$ cat config.mk
export PLATFORM = sky130hd
export DESIGN_NAME = rom_bootloader
export DESIGN_NICKNAME = d
export VERILOG_FILES = /design/src/rtl/boot_pkg.sv /design/src/rtl/boot_word_packer.sv /design/src/rtl/rom_bootloader.sv
export SDC_FILE = /design/constraint.sdc
export NUM_CORES = 1
export LEC_CHECK = 0
export CAP_MARGIN = 5
export CORE_MARGIN = 5
export CORE_UTILIZATION = 49
export CTS_BUF_LIST = sky130_fd_sc_hd__clkbuf_4 sky130_fd_sc_hd__clkbuf_8
export DETAILED_ROUTE_END_ITERATION = 10
export MAX_ROUTING_LAYER = met4
export PLACE_DENSITY_LB_ADDON = 0.05
export SLEW_MARGIN = 40
export SYNTH_ARGS = -nofsm -noshare
export SYNTH_HDL_FRONTEND = slang
export SYNTH_HIERARCHICAL = 1
export SYNTH_SLANG_ARGS = --single-unit
$ cat constraint.sdc
create_clock -name clock -period 1.85 [get_ports clock]
set_clock_uncertainty 0.1 [all_clocks]
set_input_delay 0.555 -clock clock [delete_from_list [all_inputs] [get_ports clock]]
set_output_delay 0.555 -clock clock [all_outputs]
set_load 0.02 [all_outputs]
$ cat src/rtl/boot_pkg.sv
`timescale 1ns/1ps
// Shared types and default constants for the ROM bootloader.
package boot_pkg;

    typedef enum logic [3:0] {
        ST_IDLE,
        ST_COUNT,
        ST_HI,
        ST_LO,
        ST_WRITE,
        ST_CHECK,
        ST_HOLD,
        ST_RUN,
        ST_ERROR
    } boot_state_t;

    localparam logic [7:0] BOOT_SYNC_BYTE = 8'hA5;
    localparam int         BOOT_HOLDOFF   = 3;

    // States in which this block owns the ROM write port.
    function automatic logic drives_rom(input boot_state_t s);
        return (s == ST_COUNT) || (s == ST_HI) || (s == ST_LO) ||
               (s == ST_WRITE) || (s == ST_CHECK);
    endfunction

endpackage

$ cat src/rtl/boot_word_packer.sv
`timescale 1ns/1ps
// Assembles two bytes (high first) into a 16-bit word and keeps a running XOR
// of every data byte for the frame checksum.
module boot_word_packer (
    input  logic        clock,
    input  logic        reset,
    input  logic        clear,
    input  logic        byte_strobe,
    input  logic        phase,
    input  logic [7:0]  data_byte,
    output logic [15:0] word,
    output logic [7:0]  checksum
);

    logic [15:0] word_reg;
    logic [7:0]  checksum_reg;

    always_ff @(posedge clock) begin
        if (reset) begin
            word_reg     <= '0;
            checksum_reg <= '0;
        end else begin
            if (clear) begin
                checksum_reg <= '0;
            end else if (byte_strobe) begin
                checksum_reg <= checksum_reg ^ data_byte;
            end
            // phase 0 is the high byte, phase 1 the low byte
            if (byte_strobe) begin
                if (phase) begin
                    word_reg[7:0] <= data_byte;
                end else begin
                    word_reg[15:8] <= data_byte;
                end
            end
        end
    end

    assign word     = word_reg;
    assign checksum = checksum_reg;

endmodule

$ cat src/rtl/rom_bootloader.sv
`timescale 1ns/1ps
// rom_bootloader: loads a framed byte stream into the instruction ROM and holds
// the CPU in reset until done. Trailing checksum enabled by ROM_BOOTLOADER_CHECKSUM_EN.
module rom_bootloader
    import boot_pkg::*;
#(
    parameter logic [7:0] BASE_ADDR      = 8'h00,
    parameter int         HOLDOFF_CYCLES = BOOT_HOLDOFF,
    parameter logic [7:0] SYNC_BYTE      = BOOT_SYNC_BYTE
) (
    input  logic        clock,
    input  logic        reset,
    input  logic [7:0]  in_data,
    input  logic        in_valid,
    output logic        in_ready,
    output logic        bootloadStatus,
    output logic [7:0]  bootloadAddress,
    output logic [15:0] bootloadIn,
    output logic        romWE,
    output logic        cpuReset,
    output logic        load_done,
    output logic        load_error
);

    localparam int            HW        = (HOLDOFF_CYCLES > 1) ? $clog2(HOLDOFF_CYCLES) : 1;
    localparam logic [HW-1:0] HOLD_LAST = HW'(HOLDOFF_CYCLES - 1);

    boot_state_t   state_reg, state_next;
    logic [8:0]    remaining_reg;
    logic [HW-1:0] hold_cnt_reg;
    logic [7:0]    addr_reg;
    logic          in_ready_reg, status_reg, rom_we_reg, cpu_reset_reg, done_reg;
    logic [7:0]    checksum;
    logic          accept, is_sync, start, data_strobe;

    assign accept      = in_valid && in_ready_reg;
    assign is_sync     = accept && (in_data == SYNC_BYTE);
    assign start       = (state_next == ST_COUNT) && (state_reg != ST_COUNT);
    assign data_strobe = accept && ((state_reg == ST_HI) || (state_reg == ST_LO));

    always_comb begin
        state_next = state_reg;
        case (state_reg)
            ST_IDLE, ST_RUN: if (is_sync) state_next = ST_COUNT;
            ST_COUNT:        if (accept) state_next = ST_HI;
            ST_HI:           if (accept) state_next = ST_LO;
            ST_LO:           if (accept) state_next = ST_WRITE;
            ST_WRITE: begin
                if (remaining_reg == 9'd1) begin
`ifdef ROM_BOOTLOADER_CHECKSUM_EN
                    state_next = ST_CHECK;
`else
                    state_next = ST_HOLD;
`endif
                end else begin
                    state_next = ST_HI;
                end
            end
`ifdef ROM_BOOTLOADER_CHECKSUM_EN
            ST_CHECK:        if (accept) state_next = (in_data == checksum) ? ST_HOLD : ST_ERROR;
            ST_ERROR:        if (is_sync) state_next = ST_COUNT;
`endif
            ST_HOLD:         if (hold_cnt_reg == HOLD_LAST) state_next = ST_RUN;
            default:         state_next = ST_IDLE;
        endcase
    end

    // Outputs are registered images of the state being entered.
    always_ff @(posedge clock) begin
        if (reset) begin
            state_reg     <= ST_IDLE;
            remaining_reg <= '0;
            hold_cnt_reg  <= '0;
            addr_reg      <= BASE_ADDR;
            in_ready_reg  <= 1'b1;
            status_reg    <= 1'b0;
            rom_we_reg    <= 1'b0;
            cpu_reset_reg <= 1'b1;
            done_reg      <= 1'b0;
        end else begin
            state_reg     <= state_next;
            in_ready_reg  <= (state_next != ST_WRITE) && (state_next != ST_HOLD);
            status_reg    <= drives_rom(state_next);
            rom_we_reg    <= (state_next == ST_WRITE);
            cpu_reset_reg <= (state_next != ST_RUN);
            done_reg      <= (state_next == ST_RUN);
            hold_cnt_reg  <= (state_reg == ST_HOLD) ? hold_cnt_reg + 1'b1 : '0;

            if (start) begin
                addr_reg <= BASE_ADDR;
            end else if (state_reg == ST_WRITE) begin
                addr_reg <= addr_reg + 8'd1;
            end

            if (state_reg == ST_COUNT && accept) begin
                remaining_reg <= (in_data == 8'd0) ? 9'd256 : {1'b0, in_data};
            end else if (state_reg == ST_WRITE) begin
                remaining_reg <= remaining_reg - 9'd1;
            end
        end
    end

`ifdef ROM_BOOTLOADER_CHECKSUM_EN
    logic error_reg;

    always_ff @(posedge clock) begin
        if (reset) begin
            error_reg <= 1'b0;
        end else begin
            error_reg <= (state_next == ST_ERROR);
        end
    end

    assign load_error = error_reg;
`else
    logic [7:0] checksum_unused;

    assign checksum_unused = checksum;
    assign load_error      = 1'b0;
`endif

    boot_word_packer u_packer (
        .clock       (clock),
        .reset       (reset),
        .clear       (start),
        .byte_strobe (data_strobe),
        .phase       (state_reg == ST_LO),
        .data_byte   (in_data),
        .word        (bootloadIn),
        .checksum    (checksum)
    );

    assign in_ready        = in_ready_reg;
    assign bootloadStatus  = status_reg;
    assign bootloadAddress = addr_reg;
    assign romWE           = rom_we_reg;
    assign cpuReset        = cpu_reset_reg;
    assign load_done       = done_reg;

endmodule

After elaboration in Yosys (flattened, before gate mapping)
Cells that the tools add are included.
{"block": "totals", "ff_bits": 44, "inputBits": 11, "out_inout_bits": 30, "word_cells": 64}
{"block": "op_classes", "addsub": 3, "n_eq_ne": 19, "mux": 10, "bitwise": 2, "n_reduce_logical": 19}
{"operator": "2-to-1 mux 9 bit", "n": 3}
{"operator": "== test 4 x 3 -> 1 bit (second input constant)", "n": 6}
{"operator": "one-hot mux 4 bit (6 select lines)", "n": 1}
{"operator": "2-to-1 mux 4 bit", "n": 5}
{"operator": "== test 4 x 2 -> 1 bit (second input constant)", "n": 4}
{"operator": "!= test 4 x 3 -> 1 bit (second input constant)", "n": 3}
{"operator": "== test 9 x 1 -> 1 bit (second input constant)", "n": 1}
{"operator": "subtractor 9 x 1 -> 9 bit (second input constant)", "n": 1}
{"operator": "adder 8 x 1 -> 8 bit (second input constant)", "n": 1}
{"operator": "== test 4 x 1 -> 1 bit (second input constant)", "n": 2}
{"operator": "== test 8 bit (second input constant)", "n": 1}
{"operator": "logical NOT 8 bit", "n": 1}
{"operator": "logical AND 1 bit", "n": 6}
{"operator": "OR reduction 2 bit", "n": 3}
{"operator": "logical OR 1 bit", "n": 5}
{"operator": "logical NOT 4 bit", "n": 1}
{"operator": "!= test 4 x 1 -> 1 bit (second input constant)", "n": 1}
{"operator": "AND reduction 2 bit", "n": 2}
{"operator": "2-to-1 mux 3 bit", "n": 1}
{"operator": "adder 2 x 1 -> 2 bit (second input constant)", "n": 1}
{"operator": "== test 2 bit (second input constant)", "n": 1}
{"operator": "inverter 1 bit", "n": 2}
{"operator": "nonzero test 2 bit", "n": 1}

Depth between registers and ports, before layout
Gate-level depths: netlist of run 1.
{"block": "logic_depth", "word_depth": 9, "depth_mapped": 8, "mapped_depth_nobuf": 7}

Modules after synthesis
Netlist of run 1, hierarchy kept.
{"mod": "rom_bootloader", "instances": 1, "cells_each": 160, "area_per_inst_um2": 1417.6, "seq_area_each_um2": 560.5}
{"mod": "boot_word_packer", "instances": 1, "cells_each": 108, "area_per_inst_um2": 917.1, "seq_area_each_um2": 480.5}

Least setup slack after synthesis of run 1
No wires, ideal clock.
{"block": "synth_timing", "kind": "input-to-reg", "startpoint": "input port in_data[1]", "endpoint": "register cpu_reset_reg (netlist: cpuReset)", "arrival_ps": 1670, "required_time_ps": 1623, "path_slack_ps": -47, "path_stages": 5, "n_path_buf": 0, "cell_sequence": "nor4_1 > nand4_1 > a211oi_2 > a211oi_2 > or3_1"}
{"block": "synth_via", "elab_chain_len": 5}
{"element": "start, declared", "line": "rom_bootloader.sv:13", "rtl": "input logic [7:0] in_data,"}
{"element": "== test 8 bit", "line": "rom_bootloader.sv:37", "rtl": "assign is_sync = accept && (in_data == SYNC_BYTE);"}
{"element": "logical AND 1 bit", "line": "rom_bootloader.sv:37"}
{"element": "2-to-1 mux 4 bit", "line": "rom_bootloader.sv:44", "rtl": "ST_IDLE, ST_RUN: if (is_sync) state_next = ST_COUNT;"}
{"element": "one-hot mux 4 bit (6 select lines)", "line": "rom_bootloader.sv:43", "rtl": "case (state_reg)"}
{"element": "!= test 4 x 3 -> 1 bit", "line": "rom_bootloader.sv:85", "rtl": "cpu_reset_reg <= (state_next != ST_RUN);"}
{"element": "end signal, assigned", "line": "rom_bootloader.sv:85"}
{"element": "end, declared", "line": "rom_bootloader.sv:32", "rtl": "logic in_ready_reg, status_reg, rom_we_reg, cpu_reset_reg, done_reg;"}
No other way between the ends.
A chain may end at the register's enable or synchronous reset.

Final worst setup path of run 1
{"block": "layout_timing", "startpoint": "input port in_data[0]", "endpoint": "register cpu_reset_reg (netlist: cpuReset)"}
The elaborated chain is that of the path after synthesis.

==> results of run 1 <==
## timing repair
item / 4_1_cts / 5_1_grt
gates cloned: 0 / 0
endpoints found under the setup margin: 70 / 32
hold buffers: 0 / 0
resized for setup: 61 / 28
pin swaps: 8 / 12
buffers inserted: 8 / 2
## per-layer routing
layer	GRT usage	wire (µm)	vias to the layer above	share of wire
li1	-	-	982	-
met1	0.266	2290	894	0.44
met3	0.0486	217	10	0.041
met2	0.321	2650	42	0.50
met4	0.0613	91	0	0.017
met5	-	0	-	0
## placed cells by master (no fill, tap or decap), types with 3 or more instances in the layout
cell           instances
nand4_1                5
nand3_1               12
xor2_1                 5
a211oi_2               3
nor3_1                 3
clkbuf_2               4
clkbuf_8               6
buf_6                  4
nor2_1                23
dlygate4sd2_1         29
buf_4                 46
buf_2                  3
ha_1                   3
dfxtp_1               41
xnor2_1                5
inv_1                  3
a21oi_1               24
nand2_1               36
## report_power, final
part	switching, W	internal [W]
logic	0.0000442	0.0000337
clock network	0.000322	0.000298
registers	0.00000152	0.000946
total	0.000367	0.00128
## area by class of cell
type / count / area share
clock buffers: 6 / 0.0284
flip-flops and latches: 44 / 0.305
multi-input cells: 169 / 0.385
repair buffers: 89 / 0.251
inverters: 4 / 0.00517
well taps: 50 / 0.0215
clock inverters: 2 / 0.00345
## per-stage QoR
step / power, W / std cells / hold slack [ns]
global route: 0.00171 / 364 / 0.326
CTS: 0.00166 / 362 / 0.316
global placement: 0.00105 / 346 / 0.303
finish: 0.00164 / 364 / 0.314
detailed placement: 0.00105 / 346 / 0.305
floorplan: 0.000998 / 235 / 0.292
## worst max path at each step
| stage | to | startpoint | cells after the start |
|---|---|---|---|
| 2_1_floorplan | cpuReset$_SDFF_PP1_ | in_data[1] | 5 |
| 4_1_cts | bootloadAddress[7]$_SDFFE_PP0P_ | state_reg[0]$_SDFF_PP0_ | 8 |
| 3_5_place_dp | cpuReset$_SDFF_PP1_ | in_data[1] | 7 |
| 5_1_grt | cpuReset$_SDFF_PP1_ | remaining_reg[1]$_SDFFE_PP0P_ | 7 |
| 3_3_place_gp | cpuReset$_SDFF_PP1_ | in_data[1] | 7 |
| 6_report | cpuReset$_SDFF_PP1_ | in_data[0] | 8 |
==> reports/qor.yml, run 1 <==
nets: 328
worst_setup_path_end_kind: "register"
hpwl_mm: 3.68
grt_util_all_layers: 0.206
avgViaCountPerCell: 5.30
synth_area_per_cell_um2: 8.66
start_kind: "input port"
powerDensity_mw_per_mm2: 566
netlist_area_mm2: 0.00203
hold_violations: 0
drtIter0Drc: 77
final_core_util: 0.726
setup.worst_path.class: "in2reg"
drive_gt1_frac: 0.306
start_util: 0.507
holdCritStartpoint: "hold_cnt_reg[0]$_SDFF_PP0_"
yosysWarnings: 6
seqCellArea_um2: 887
hold_depth: 1
setup_tns_ns: 0
drv_slew: 0
dieArea_mm2: 0.00552
fp.dieH_um: 74.3
hold_class: "reg2reg"
globalplace.congestion: 0.840
h-tree-depth: 2
irDropWorstVdd_mv: 0.408
drc_errors: 0
crit_family: "simple AND/OR/NAND/NOR gates"
grt_pass1_vias: 1792
path_cells: "buf_2 > and4_1 > nand4_1 > buf_4 > nand4bb_1 > buf_4 > o21a_1 > or3_1"
cpMostUsedCell: "buf_4"
largest_reg_flops: 16
syn_inst: 234
worst-endpoint-required_ns: 1.93
stdcell_area_mm2: 0.00290
drtAntennaViolNets: 0
area_growth_pct: 43.3
timing.final.crit_share: 0.974
setup_viol: 0
grt_pass1_wl_mm: 8.47
dr.pass1.iters: 4
leakage_nw: 1.21
overflow: 0
antenna_cells: 0
design.core.area_mm2: 0.00400
cts_buffer_depth: 2
cts-root-buf: "clkbuf_8"
r2r_end: "cpuReset$_SDFF_PP1_"
rsz0062_at_grt: "yes"
setup_ws_ns: 0.0484
grt_max_degree: 28
cts_tree: "built"
vias: 1928
reg2reg_slack_ns: 0.05
r2r_cells: 7
ioPinCount: 41
fp.dieW_um: 74.3
cp.arrival_ns: 1.88
place_area_mm2: 0.00268
status: "completed"
dp_worst_setup_slack_ns: -0.591
clk_pin_slew_ns: 0.08
fill_cells: 347
cp_max_fo: 2
crit_path_max_incr_delay_ns: 0.34
multiInputGateArea_mm2: 0.00112
fmaxAchievable_mhz: 555
hold_path_end: "hold_cnt_reg[0]$_SDFF_PP0_"
cpMaxStageDelayCell: "or3_1"
fp-row-count: 23
finalWirelength_mm: 5.25
clk_latency_ns: 0.29
cts.sinks: 44
numCtsBuffers: 5
antenna_found_initial: 0
maxCapViolations: 0
crit_buf_inv: 3
wire_per_inst_um: 14.4
min_period_ns: 1.80
worstReg2RegStart: "remaining_reg[1]$_SDFFE_PP0P_"
port_buffers: 39
Note: power is estimated with default switching activity, not from simulation.
==> inputs of run 2 (changes only) <==
--- a/config.mk
+++ b/config.mk
@@ -6,12 +6,14 @@
 export NUM_CORES = 1
 export LEC_CHECK = 0
 export CAP_MARGIN = 5
+export CELL_PAD_IN_SITES_DETAIL_PLACEMENT = 1
+export CELL_PAD_IN_SITES_GLOBAL_PLACEMENT = 1
 export CORE_MARGIN = 5
-export CORE_UTILIZATION = 49
+export CORE_UTILIZATION = 37
 export CTS_BUF_LIST = sky130_fd_sc_hd__clkbuf_4 sky130_fd_sc_hd__clkbuf_8
 export DETAILED_ROUTE_END_ITERATION = 10
 export MAX_ROUTING_LAYER = met4
-export PLACE_DENSITY_LB_ADDON = 0.05
+export PLACE_DENSITY_LB_ADDON = 0.1
 export SLEW_MARGIN = 40
 export SYNTH_ARGS = -nofsm -noshare
 export SYNTH_HDL_FRONTEND = slang
==> run 2 against run 1 <==
  * Count of clock-buffer cells in the layout up 2
  * Cell count rose by 5.2%
  * Critical path depth fell by 1
  * Register-to-register slack is essentially flat
  * Combinational power shrank 2%
  * Largest cell class unchanged
==> reports/qor.yml, run 2 (synthesized netlist as in run 1, its figures left out) <==
grt_max_degree: 26  # was 28
cts.sinks: 44  # unchanged
largest_reg_flops: 16  # unchanged
vias: 1920  # was 1928
cts_tree: "built"  # unchanged
drv_slew: 0  # unchanged
clk_pin_slew_ns: 0.08  # about the same
fill_cells: 649  # was 347
grt_pass1_vias: 1964  # was 1792
total_power_w: 0.00167  # was 0.00164 W
crit_family: "simple AND/OR/NAND/NOR gates"  # unchanged
irDropWorstVdd_mv: 0.296  # was 0.408 mV
fp.dieH_um: 84.0  # was 74.3 µm
fmaxAchievable_mhz: 547  # was 555 MHz
hold_depth: 1  # unchanged
leakage_nw: 1.20  # was 1.21 nW
overflow: 0  # unchanged
port_buffers: 39  # unchanged
rsz0062_at_grt: "yes"  # unchanged
drtAntennaViolNets: 0  # unchanged
place_area_mm2: 0.00271  # was 0.00268 mm²
hpwl_mm: 4.15  # was 3.68 mm
area_growth_pct: 44.3  # was 43.3%
cp.arrival_ns: 1.90  # was 1.88 ns
drtIter0Drc: 75  # was 77
layout.cells.most_common: "buf_4"  # unchanged
timing.final.crit_share: 0.988  # was 0.974
hold_buffers: 0  # unchanged
setup_tns_ns: 0  # unchanged
status: "completed"  # unchanged
min_period_ns: 1.83  # was 1.80 ns
globalplace.congestion: 0.819  # was 0.840
hold_violations: 0  # unchanged
path_depth: 7  # was 8
grt_util_all_layers: 0.166  # was 0.206
crit_buf_inv: 2  # was 3
antenna_found_initial: 0  # unchanged
numCtsBuffers: 5  # unchanged
stdcell_area_mm2: 0.00292  # was 0.00290 mm²
most-common-layout-cells: "buf_4 (44), dfxtp_1 (40), nand2_1 (36)"  # was buf_4 (46), dfxtp_1 (41), nand2_1 (36)
path_cells: "dlygate4sd2_1 > and4_1 > nand4_1 > buf_4 > nand4bb_4 > o21a_1 > or3_1"  # was buf_2 > and4_1 > nand4_1 > buf_4 > nand4bb_1 > buf_4 > o21a_1 > or3_1
start_util: 0.375  # was 0.507
antenna_cells: 0  # unchanged
setup.worst_path.class: "in2reg"  # unchanged
cpMaxStageDelayCell: "or3_1"  # unchanged
cp_max_fo: 4  # was 2
hold_class: "reg2reg"  # unchanged
start_kind: "input port"  # unchanged
reg2reg_slack_ns: 0.06  # was 0.05 ns
cts_buffer_depth: 2  # unchanged
worst_setup_path_end_kind: "register"  # unchanged
ioPinCount: 41  # unchanged
drive_gt1_frac: 0.277  # was 0.306
finalWirelength_mm: 5.70  # was 5.25 mm
clk_latency_ns: 0.29  # about the same
maxCapViolations: 0  # unchanged
nets: 325  # was 328
worst-endpoint-required_ns: 1.93  # about the same
wire_per_inst_um: 14.9  # was 14.4 µm
final_core_util: 0.541  # was 0.726
h-tree-depth: 2  # unchanged
dieArea_mm2: 0.00706  # was 0.00552 mm²
drc_errors: 0  # unchanged
powerDensity_mw_per_mm2: 572  # was 566 mW/mm²
fp-row-count: 27  # was 23
avgViaCountPerCell: 5.01  # was 5.30
cts-root-buf: "clkbuf_8"  # unchanged
dr.pass1.iters: 4  # unchanged
grt_pass1_wl_mm: 9.25  # was 8.47 mm
r2r_cells: 6  # was 7
crit_path_max_incr_delay_ns: 0.33  # was 0.34 ns
design.core.area_mm2: 0.00541  # was 0.00400 mm²
setup_viol: 0  # unchanged
fp.dieW_um: 84.0  # was 74.3 µm
[run 2: what timing repair did]
action / in CTS / in global routing
pin swaps: 5 / 11
endpoints found under the setup margin: 69 / 33
buffers inserted: 1 / 5
gates resized for setup: 52 / 19
cloned: 0 / 1
[run 2: final cells by class]
class	instances	area, µm²	share of cell area
clock buffer	8	97.6	0.0334
inverter	4	15.0	0.00513
multi-input combinational	169	1110	0.380
sequential	44	888	0.304
tap	72	90.1	0.0308
timing repair buffer	86	721	0.246
[run 2: metrics by stage]
step | cells | setup slack (ns) | hold WS, ns
after floorplan | 235 | 0.0196 | 0.292
after global placement | 368 | -0.564 | 0.301
after detailed placement | 368 | -0.594 | 0.309
after CTS | 377 | -0.0344 | 0.321
after global routing | 383 | -0.0536 | 0.341
final | 383 | 0.0231 | 0.314
[run 2: worst paths after layout]
check,from,endpoint
worst max-delay path,in_data[0],cpuReset$_SDFF_PP1_
worst max register to register,remaining_reg[4]$_SDFFE_PP0P_,cpuReset$_SDFF_PP1_
worst min register to register,hold_cnt_reg[0]$_SDFF_PP0_,hold_cnt_reg[0]$_SDFF_PP0_
worst min-delay path,hold_cnt_reg[0]$_SDFF_PP0_,hold_cnt_reg[0]$_SDFF_PP0_
[run 2: metal layers]
metal / GRT usage / routed length, µm
met1: 0.216 / 2750
met2: 0.262 / 2760
met3: 0.0316 / 122
met4: 0.0482 / 69
met5: - / 0
[run 2: power breakdown]
| part | leakage, nW | internal, W | switching, W | total, W |
|---|---|---|---|---|
| sequential | 0.357 | 0.000946 | 0.00000331 | 0.000949 |
| combinational | 0.795 | 0.0000335 | 0.0000432 | 0.0000767 |
| clock | 0.0523 | 0.000334 | 0.000311 | 0.000645 |
==> inputs of run 3 (changes only) <==
--- a/config.mk
+++ b/config.mk
@@ -13,7 +13,8 @@
 export CTS_BUF_LIST = sky130_fd_sc_hd__clkbuf_4 sky130_fd_sc_hd__clkbuf_8
 export DETAILED_ROUTE_END_ITERATION = 10
 export MAX_ROUTING_LAYER = met4
-export PLACE_DENSITY_LB_ADDON = 0.1
+export PLACE_DENSITY = 0.79
+export RECOVER_POWER = 50
 export SLEW_MARGIN = 40
 export SYNTH_ARGS = -nofsm -noshare
 export SYNTH_HDL_FRONTEND = slang
==> run 3 against run 2 <==
  * The flow now finishes with violations (negative setup slack)
  * Total power grew 9.6%
  * Worst setup slack lost 0.12 ns
  * Final area grew 4.7%
  * Fmax shrank 6.2%
  * Utilization grew 2.6 points
  * Flip-flop and latch count is the same
  * Sequential share of layout area shrank 1.3 points
  * Global-route usage grew 2.2 points
  * Die area is the same
  * Largest cell class unchanged
  * Largest power group unchanged
==> reports/qor.yml, run 3 (synthesized netlist as in run 1, its figures left out) <==
hold_class: "reg2reg"  # unchanged
largest_reg_flops: 16  # unchanged
dr.pass1.iters: 4  # unchanged
grt_pass1_vias: 2143  # was 1964
layout.cells.most_common: "buf_4"  # unchanged
timing.final.crit_share: 1.05  # was 0.988
design.core.area_mm2: 0.00541  # unchanged
avgViaCountPerCell: 5.29  # was 5.01
crit_path_max_incr_delay_ns: 0.36  # was 0.33 ns
wire_per_inst_um: 18.2  # was 14.9 µm
cpMaxStageDelayCell: "or3_1"  # unchanged
cts.sinks: 44  # unchanged
rsz0062_at_grt: "yes"  # unchanged
fill_cells: 656  # was 649
powerDensity_mw_per_mm2: 598  # was 572 mW/mm²
path_cells: "dlygate4sd2_1 > and4_1 > nand4_1 > clkbuf_1 > nand4bb_4 > o21a_1 > or3_1"  # was dlygate4sd2_1 > and4_1 > nand4_1 > buf_4 > nand4bb_4 > o21a_1 > or3_1
area_growth_pct: 51.1  # was 44.3%
worst_setup_path_end_kind: "register"  # unchanged
finalWirelength_mm: 7.12  # was 5.70 mm
min_period_ns: 1.95  # was 1.83 ns
most-common-layout-cells: "buf_4 (50), dfxtp_1 (39), nand2_1 (36)"  # was buf_4 (44), dfxtp_1 (40), nand2_1 (36)
cp.arrival_ns: 2.04  # was 1.90 ns
fp.dieW_um: 84.0  # unchanged
drv_slew: 0  # unchanged
grt_pass1_wl_mm: 10.4  # was 9.25 mm
cts_tree: "built"  # unchanged
dieArea_mm2: 0.00706  # unchanged
clk_latency_ns: 0.30  # was 0.29 ns
grt_max_degree: 26  # unchanged
setup_ws_ns: -0.0978  # was 0.0231 ns
hold_slack_ns: 0.318  # was 0.314 ns
cts_buffer_depth: 2  # unchanged
drc_errors: 0  # unchanged
multiInputGateArea_mm2: 0.00115  # was 0.00111 mm²
crit_family: "simple AND/OR/NAND/NOR gates"  # unchanged
numCtsBuffers: 5  # unchanged
clk_pin_slew_ns: 0.09  # was 0.08 ns
start_kind: "input port"  # unchanged
seqCellArea_um2: 890  # was 888 µm²
antenna_found_initial: 0  # unchanged
leakage_nw: 1.26  # was 1.20 nW
start_util: 0.375  # unchanged
power_frac_seq: 0.518  # was 0.568
p_comb_frac: 0.046  # about the same
p_switching_w: 0.000407  # was 0.000358 W
swShare: 0.222  # was 0.214
violations: "negative setup slack"
nets: 333  # was 325
grt_util_all_layers: 0.188  # was 0.166
hold_violations: 0  # unchanged
cts-root-buf: "clkbuf_8"  # unchanged
final_core_util: 0.567  # was 0.541
hpwl_mm: 4.47  # was 4.15 mm
drtIter0Drc: 69  # was 75
vias: 2067  # was 1920
maxCapViolations: 0  # unchanged
fp-row-count: 27  # unchanged
drtAntennaViolNets: 0  # unchanged
irDropWorstVdd_mv: 0.490  # was 0.296 mV
hold_buffers: 0  # unchanged
fmaxAchievable_mhz: 513  # was 547 MHz
internal-power_w: 0.00142  # was 0.00131 W
globalplace.congestion: 0.820  # was 0.819
drive_gt1_frac: 0.320  # was 0.277
antenna_cells: 0  # unchanged
h-tree-depth: 2  # unchanged
setup_tns_ns: -0.164  # was 0 ns
worst-endpoint-required_ns: 1.94  # was 1.93 ns
total_power_w: 0.00183  # was 0.00167 W
fp.dieH_um: 84.0  # unchanged
ioPinCount: 41  # unchanged
port_buffers: 39  # unchanged
cp_max_fo: 4  # unchanged
setup.worst_path.class: "in2reg"  # unchanged
p_clk_frac: 0.435  # was 0.386
crit_buf_inv: 2  # unchanged
overflow: 0  # unchanged
status: "finished with violations"  # was completed
setup_viol: 3  # was 0
-- run 3: worst paths after layout --
check / slack [ns] / cells after the start / to / from
max reg2reg: -0.05 / 6 / cpuReset$_SDFF_PP1_ / state_reg[0]$_SDFF_PP0_
min: 0.32 / 1 / hold_cnt_reg[0]$_SDFF_PP0_ / hold_cnt_reg[0]$_SDFF_PP0_
max: -0.1 / 7 / cpuReset$_SDFF_PP1_ / in_data[7]
min reg2reg: 0.32 / 1 / hold_cnt_reg[0]$_SDFF_PP0_ / hold_cnt_reg[0]$_SDFF_PP0_
-- run 3: layout make-up --
| class | count | area share |
|---|---|---|
| well taps | 72 | 0.0294 |
| repair buffers | 94 | 0.260 |
| clock inverters | 2 | 0.0127 |
| multi-input cells | 169 | 0.375 |
| flip-flops and latches | 44 | 0.290 |
| clock buffers | 6 | 0.0270 |
| inverters | 4 | 0.00490 |
-- run 3: per-stage QoR --
stage	worst slack, ns	area, µm²	instances
global placement	-0.558	2730	369
detailed placement	-0.645	2730	369
floorplan	0.0196	2040	235
CTS	-0.0410	2930	384
finish	-0.0978	3060	391
global route	-0.122	3060	391
-- run 3: power groups by stage --
stage,Clock [W],Sequential (W),Combinational (W)
floorplan,0,0.000970,0.0000280
global placement,0,0.000973,0.0000797
detailed placement,0,0.000972,0.0000805
CTS,0.000796,0.000949,0.0000803
global route,0.000855,0.000950,0.0000893
finish,0.000797,0.000949,0.0000848
-- run 3: per-layer routing --
metal,vias to the layer above,track usage,wire length (µm)
met5,-,-,0
met4,0,0.0541,80
met3,9,0.0385,203
met2,42,0.342,3940
met1,1035,0.206,2890
li1,981,-,-
-- run 3: repair_timing --
action / 4_1_cts / 5_1_grt
pin swaps: 10 / 14
setup endpoints to repair: 70 / 29
resized for setup: 61 / 21
buffers inserted: 7 / 7
